### src/rtl/stream_cipher_core_if.sv
// Handshake bundle for stream_cipher_core: key loading, input stream, output stream and status.
// master drives words and keys into the core; slave is the core itself.
interface stream_cipher_core_if #(
   parameter int DATA_WIDTH = 8
);
   logic                  key_load;
   logic [DATA_WIDTH-1:0] key_in;
   logic                  mode;
   logic                  in_valid;
   logic                  in_ready;
   logic [DATA_WIDTH-1:0] in_data;
   logic                  out_valid;
   logic                  out_ready;
   logic [DATA_WIDTH-1:0] out_data;
   logic                  rekey_req;
   logic [15:0]           word_count;

   modport master (
      output key_load, key_in, mode, in_valid, in_data, out_ready,
      input  in_ready, out_valid, out_data, rekey_req, word_count
   );

   modport slave (
      input  key_load, key_in, mode, in_valid, in_data, out_ready,
      output in_ready, out_valid, out_data, rekey_req, word_count
   );
endinterface

### src/rtl/stream_cipher_core.sv
// Rolling-key XOR/rotate cipher with a Galois-LFSR key schedule, one-cycle latency,
// output backpressure and a word budget that stalls the stream until the next key load.
module stream_cipher_core #(
   parameter int                    DATA_WIDTH     = 8,
   parameter logic [DATA_WIDTH-1:0] TAPS           = DATA_WIDTH'(8'hB8),
   parameter int                    ROT            = 3,
   parameter int                    REKEY_INTERVAL = 16
) (
   input logic                  i_clk,
   input logic                  i_rst_n,
   stream_cipher_core_if.slave  io_bus
);

   typedef enum logic [1:0] {
      ST_IDLE  = 2'd0,
      ST_RUN   = 2'd1,
      ST_REKEY = 2'd2
   } state_t;

   localparam logic [15:0] LP_INTERVAL = 16'(REKEY_INTERVAL);

   state_t                r_state;
   state_t                w_state_next;
   logic [DATA_WIDTH-1:0] r_key;
   logic [DATA_WIDTH-1:0] r_out_data;
   logic                  r_out_valid;
   logic                  r_rekey_req;
   logic [15:0]           r_word_count;

   logic                  w_in_ready;
   logic                  w_accept;
   logic [15:0]           w_count_inc;
   logic [DATA_WIDTH-1:0] w_mix;
   logic [DATA_WIDTH-1:0] w_enc;
   logic [DATA_WIDTH-1:0] w_dec_rot;
   logic [DATA_WIDTH-1:0] w_result;
   logic [DATA_WIDTH-1:0] w_key_step;
   logic [DATA_WIDTH-1:0] w_key_seed;

   assign w_in_ready  = (r_state == ST_RUN) && (!r_out_valid || io_bus.out_ready);
   assign w_accept    = io_bus.in_valid && w_in_ready;
   assign w_count_inc = (r_word_count == 16'hFFFF) ? r_word_count : r_word_count + 16'd1;

   // Rotations are pure wiring: encrypt rotates left after XOR, decrypt undoes it first.
   assign w_mix = io_bus.in_data ^ r_key;
   genvar gi;
   generate
      for (gi = 0; gi < DATA_WIDTH; gi++) begin : g_rot
         assign w_enc[(gi + ROT) % DATA_WIDTH] = w_mix[gi];
         assign w_dec_rot[gi]                  = io_bus.in_data[(gi + ROT) % DATA_WIDTH];
      end
   endgenerate

   assign w_result   = io_bus.mode ? (w_dec_rot ^ r_key) : w_enc;
   assign w_key_step = (r_key >> 1) ^ (r_key[0] ? TAPS : '0);
   // An all-zero key would freeze the LFSR, so it is replaced by 1.
   assign w_key_seed = (io_bus.key_in == '0) ? DATA_WIDTH'(1) : io_bus.key_in;

   always_comb begin
      w_state_next = r_state;
      if (io_bus.key_load) begin
         w_state_next = ST_RUN;
      end else if ((r_state == ST_RUN) && w_accept && (REKEY_INTERVAL != 0)
                   && (w_count_inc == LP_INTERVAL)) begin
         w_state_next = ST_REKEY;
      end
   end

   always_ff @(posedge i_clk or negedge i_rst_n) begin
      if (!i_rst_n) begin
         r_state <= ST_IDLE;
      end else begin
         r_state <= w_state_next;
      end
   end

   always_ff @(posedge i_clk or negedge i_rst_n) begin
      if (!i_rst_n) begin
         r_key        <= '0;
         r_out_data   <= '0;
         r_out_valid  <= 1'b0;
         r_rekey_req  <= 1'b0;
         r_word_count <= 16'd0;
      end else begin
         r_rekey_req <= (w_state_next == ST_REKEY);

         if (w_accept) begin
            r_out_data  <= w_result;
            r_out_valid <= 1'b1;
         end else if (io_bus.out_ready) begin
            r_out_valid <= 1'b0;
         end

         // A load in the same cycle as an accept wins: the word used the old key but is not counted.
         if (io_bus.key_load) begin
            r_key        <= w_key_seed;
            r_word_count <= 16'd0;
         end else if (w_accept) begin
            r_key        <= w_key_step;
            r_word_count <= w_count_inc;
         end
      end
   end

   assign io_bus.in_ready   = w_in_ready;
   assign io_bus.out_valid  = r_out_valid;
   assign io_bus.out_data   = r_out_data;
   assign io_bus.rekey_req  = r_rekey_req;
   assign io_bus.word_count = r_word_count;

endmodule

### src/flat_wrapper.sv
// flat-port wrapper written by rule: the top's interface ports become plain ports
module stream_cipher_core_flat 
#(
   parameter int                    DATA_WIDTH     = 8,
   parameter logic [DATA_WIDTH-1:0] TAPS           = DATA_WIDTH'(8'hB8),
   parameter int                    ROT            = 3,
   parameter int                    REKEY_INTERVAL = 16
)
  (i_clk, i_rst_n, io_bus_key_load, io_bus_key_in, io_bus_mode, io_bus_in_valid, io_bus_in_data, io_bus_out_ready, io_bus_in_ready, io_bus_out_valid, io_bus_out_data, io_bus_rekey_req, io_bus_word_count);
  stream_cipher_core_if #(.DATA_WIDTH(DATA_WIDTH)) io_bus_i ();
  input logic i_clk;
  input logic i_rst_n;
  input wire logic [$bits(io_bus_i.key_load)-1:0] io_bus_key_load;
  input wire logic [$bits(io_bus_i.key_in)-1:0] io_bus_key_in;
  input wire logic [$bits(io_bus_i.mode)-1:0] io_bus_mode;
  input wire logic [$bits(io_bus_i.in_valid)-1:0] io_bus_in_valid;
  input wire logic [$bits(io_bus_i.in_data)-1:0] io_bus_in_data;
  input wire logic [$bits(io_bus_i.out_ready)-1:0] io_bus_out_ready;
  output wire logic [$bits(io_bus_i.in_ready)-1:0] io_bus_in_ready;
  output wire logic [$bits(io_bus_i.out_valid)-1:0] io_bus_out_valid;
  output wire logic [$bits(io_bus_i.out_data)-1:0] io_bus_out_data;
  output wire logic [$bits(io_bus_i.rekey_req)-1:0] io_bus_rekey_req;
  output wire logic [$bits(io_bus_i.word_count)-1:0] io_bus_word_count;
  assign io_bus_i.key_load = io_bus_key_load;
  assign io_bus_i.key_in = io_bus_key_in;
  assign io_bus_i.mode = io_bus_mode;
  assign io_bus_i.in_valid = io_bus_in_valid;
  assign io_bus_i.in_data = io_bus_in_data;
  assign io_bus_i.out_ready = io_bus_out_ready;
  assign io_bus_in_ready = io_bus_i.in_ready;
  assign io_bus_out_valid = io_bus_i.out_valid;
  assign io_bus_out_data = io_bus_i.out_data;
  assign io_bus_rekey_req = io_bus_i.rekey_req;
  assign io_bus_word_count = io_bus_i.word_count;
  stream_cipher_core #(.DATA_WIDTH(DATA_WIDTH), .TAPS(TAPS), .ROT(ROT), .REKEY_INTERVAL(REKEY_INTERVAL)) u_core (.i_clk(i_clk), .i_rst_n(i_rst_n), .io_bus(io_bus_i));
endmodule
### config.mk
export PLATFORM = sky130hd
export DESIGN_NAME = stream_cipher_core_flat
export DESIGN_NICKNAME = d
export VERILOG_FILES = /design/src/rtl/stream_cipher_core_if.sv /design/src/rtl/stream_cipher_core.sv /design/src/flat_wrapper.sv
export SDC_FILE = /design/constraint.sdc
export NUM_CORES = 1
export LEC_CHECK = 0
export BUFFER_PORTS_ARGS = -buffer_cell sky130_fd_sc_hd__buf_2
export CAP_MARGIN = 30
export CORE_MARGIN = 10
export CORE_UTILIZATION = 55
export CTS_CLUSTER_DIAMETER = 50
export DETAILED_ROUTE_END_ITERATION = 8
export GPL_TIMING_DRIVEN = 0
export PLACE_DENSITY = 0.85
export SLEW_MARGIN = 5
export SYNTH_ARGS = -nofsm -noshare
export SYNTH_HDL_FRONTEND = slang
export SYNTH_SLANG_ARGS = --single-unit
### constraint.sdc
create_clock -name i_clk -period 5.2 [get_ports i_clk]
set_input_delay 1.04 -clock i_clk [delete_from_list [all_inputs] [get_ports i_clk]]
set_output_delay 1.04 -clock i_clk [all_outputs]
set_load 0.1 [all_outputs]
==> out/metrics.yaml <==
setup_path:
  start_kind: "input pin"
  crit_end: "io_bus_in_ready"
  reg2reg_depth: 8
  required_ns: 4.16
  arrival_ns: 1.97
  ff2ff_setup_slack_ns: 2.70
  crit_start: "io_bus_out_ready"
  critPathCaptureType: "primary output"
  crit_path_max_fanout: 3
  rr_endpoint: "u_core.r_state[0]"
  crit_type: "input pin to primary output"
  r2r-start: "u_core.io_bus.word_count[0]"
cells_and_area:
  fillCellCount: 326
  diodes: 0
  drive_gt1_share_pct: 23.7
  area_delta_synth_final_pct: 17.2
  most-common-layout-cells: "47 x buf_2, 36 x dfrtp_1, 30 x nor2_1"
  layout_commonest_cell: "buf_2"
  nets: 322
die:
  die_h_um: 83.5
  placementRows: 23
  die_area_um2: 6980
  core_um2: 3940
  start_util_pct: 56.3
  die_x_um: 83.5
  io_pins: 49
status:
  outcome: "complete, no violations"
sta:
  setup_tns_ns: 0
  grt_setup_unrepaired: "false"
  slew_viol_final: 0
  finalClockSkew_ns: 0.00431
  worst_pin_slew_ns: 0.800
  slew_headroom_pct: 46.6
  fmax_mhz: 333
  period_needed_ns: 3.01
  timing.final.crit_share_pct: 57.8
  hold_violations: 0
  setup_viol: 0
yosys:
  postSynthCellCount: 246
  netlist.area_leader.share_pct: 40.6
  ys_ff_latch: 36
  ys_warn_count: 0
  synth_cell_type_count: 45
  synth_area_per_cell_um2: 9.02
  synth_edf_count: 0
  syn_nets: 269
  synth_flop_cell: "dfrtp_1"
  syn_area_um2: 2220
  seq_area_frac_synth_pct: 40.6
  async_reset_ff_share_pct: 100
  yosys.area.top_type: "dfrtp_1"
  yosys-top-cells-area: "dfrtp_1 41%, xnor2_1 6.3%, xor2_1 6.3%"
clock_network:
  clockRootBuffer: "clkbuf_8"
  clk_pin_slew_ns: 0.07
  clkSinkCount: 36
  cts_setup_buffers: 0
  cts.path.max_buffers: 2
  numCtsBuffers: 5
  worstSkewPairLatency_ns: 0.29
  cts_tree: "built"
  htreeDepth: 2
  cts-resized-gates: 0
  cts_hold_buf: 0
global_routing:
  grt_pass1_vias: 1954
  grt_overflow: 0
  grt_first_pass_wirelength_um: 9500
  grt_usage_pct: 16.1
  grt_antenna_before_repair: 0
  grt_max_degree: 37
drt:
  drt_iter0_drc: 221
  dr_total_vias: 1981
  dr.pass1.iters: 4
  wirelength_um: 5560
  antenna_left: 0
  wire_per_inst_um: 15.9
  viasPerCell: 5.66
  drcViolationCount: 0
power:
  p_total_uw: 786
  ir_drop_mv: 0.175
  power.density_nw_per_um2: 302
  p_leak_uw: 0.00122
job:
  cap_viol_max_count: 0
placement:
  place.gp.congestion: 0.872
  port_buffers: 46
  dp.final_hpwl_um: 4150
worst_hold_path:
  worstHoldPathType: "flip-flop to flip-flop"
## how the worst min path moves through the flow
| stage | startpoint | endpoint | slack (ns) | cells past startpoint |
|---|---|---|---|---|
| global route | u_core.io_bus.out_data[3] | u_core.io_bus.out_data[3] | 0.52 | 2 |
| detailed placement | u_core.io_bus.out_data[6] | u_core.io_bus.out_data[6] | 0.47 | 2 |
| finish | u_core.io_bus.out_data[6] | u_core.io_bus.out_data[6] | 0.48 | 2 |
| CTS | u_core.io_bus.out_data[6] | u_core.io_bus.out_data[6] | 0.48 | 2 |
| floorplan | u_core.r_state[0] | u_core.io_bus.rekey_req | 0.47 | 1 |
| global placement | u_core.io_bus.out_data[0] | u_core.io_bus.out_data[0] | 0.46 | 2 |
## metal layers
metal  wire (um)  part of all wire [%]  vias to the layer above  GRT usage, %
met1        2430                    44                      949          19.8
met3         304                   5.5                       15          4.30
met4         157                   2.8                        0          7.00
met5           0                     0                        -             0
li1            -                     -                      962             -
met2        2670                    48                       55          25.6
## critical path: stages
cell and delay, ns:
buf_2 0.09, or2b_2 0.31, and3_1 0.22, buf_2 0.30
## per-stage QoR
stage | util (%) | setup slack (ns) | std cells | area, um2 | hold slack, ns
6_report | 66.0 | 2.19 | 350 | 2600 | 0.478
5_1_grt | 66.0 | 2.18 | 350 | 2600 | 0.521
4_1_cts | 66.0 | 2.20 | 350 | 2600 | 0.482
3_5_place_dp | 63.7 | 2.20 | 342 | 2510 | 0.465
3_3_place_gp | 63.7 | 2.21 | 342 | 2510 | 0.457
2_1_floorplan | - | 2.23 | 246 | 2220 | 0.470
## registers in the layout, indices dropped and copies added (netlist names)
register and cells:
u_core.io_bus.out_data 8, u_core.io_bus.out_valid 1, u_core.io_bus.rekey_req 1, u_core.io_bus.word_count 16, u_core.r_key 8, u_core.r_state 2
## area by class of cell
class                      instances  area, um2  share of cell area [%]
buffer                            18        103                    3.94
clock buffer                       8       90.1                    3.46
inverter                           2       7.51                   0.288
multi-input combinational        190       1210                    46.4
sequential                        36        901                    34.6
tap                               50       62.6                    2.40
timing repair buffer              46        230                    8.85
## report_power, final
group | switching [uW] | total, uW | leakage, uW | internal [uW]
logic | 193 | 249 | 0.000705 | 56.0
clock network | 102 | 210 | 0.0000455 | 108
registers | 23.0 | 326 | 0.000467 | 303
total | 318 | 786 | 0.00122 | 468
## cell usage after synthesis (3+ instances only)
library cell / n
a21oi_1: 18
and3_1: 3
and4_1: 3
buf_4: 3
buf_6: 3
clkbuf_1: 9
dfrtp_1: 36
mux2i_1: 8
nand2_1: 27
nand3_1: 8
nand4_1: 7
nor2_1: 30
nor3_1: 5
o21ai_0: 18
xnor2_1: 16
xor2_1: 16
## cell families (layout without fill, tap and decap cells)
group,count (synthesis),count (layout),share of synthesized area (%)
flops,36,36,40.6
mux,9,9,4.12
fa+ha+maj,1,1,0.564
simple gates,100,100,24.6
compound gates,48,48,12.5
xor+xnor,32,32,12.6
buf+inv,20,74,4.96
(Power assumes the default switching activity.)
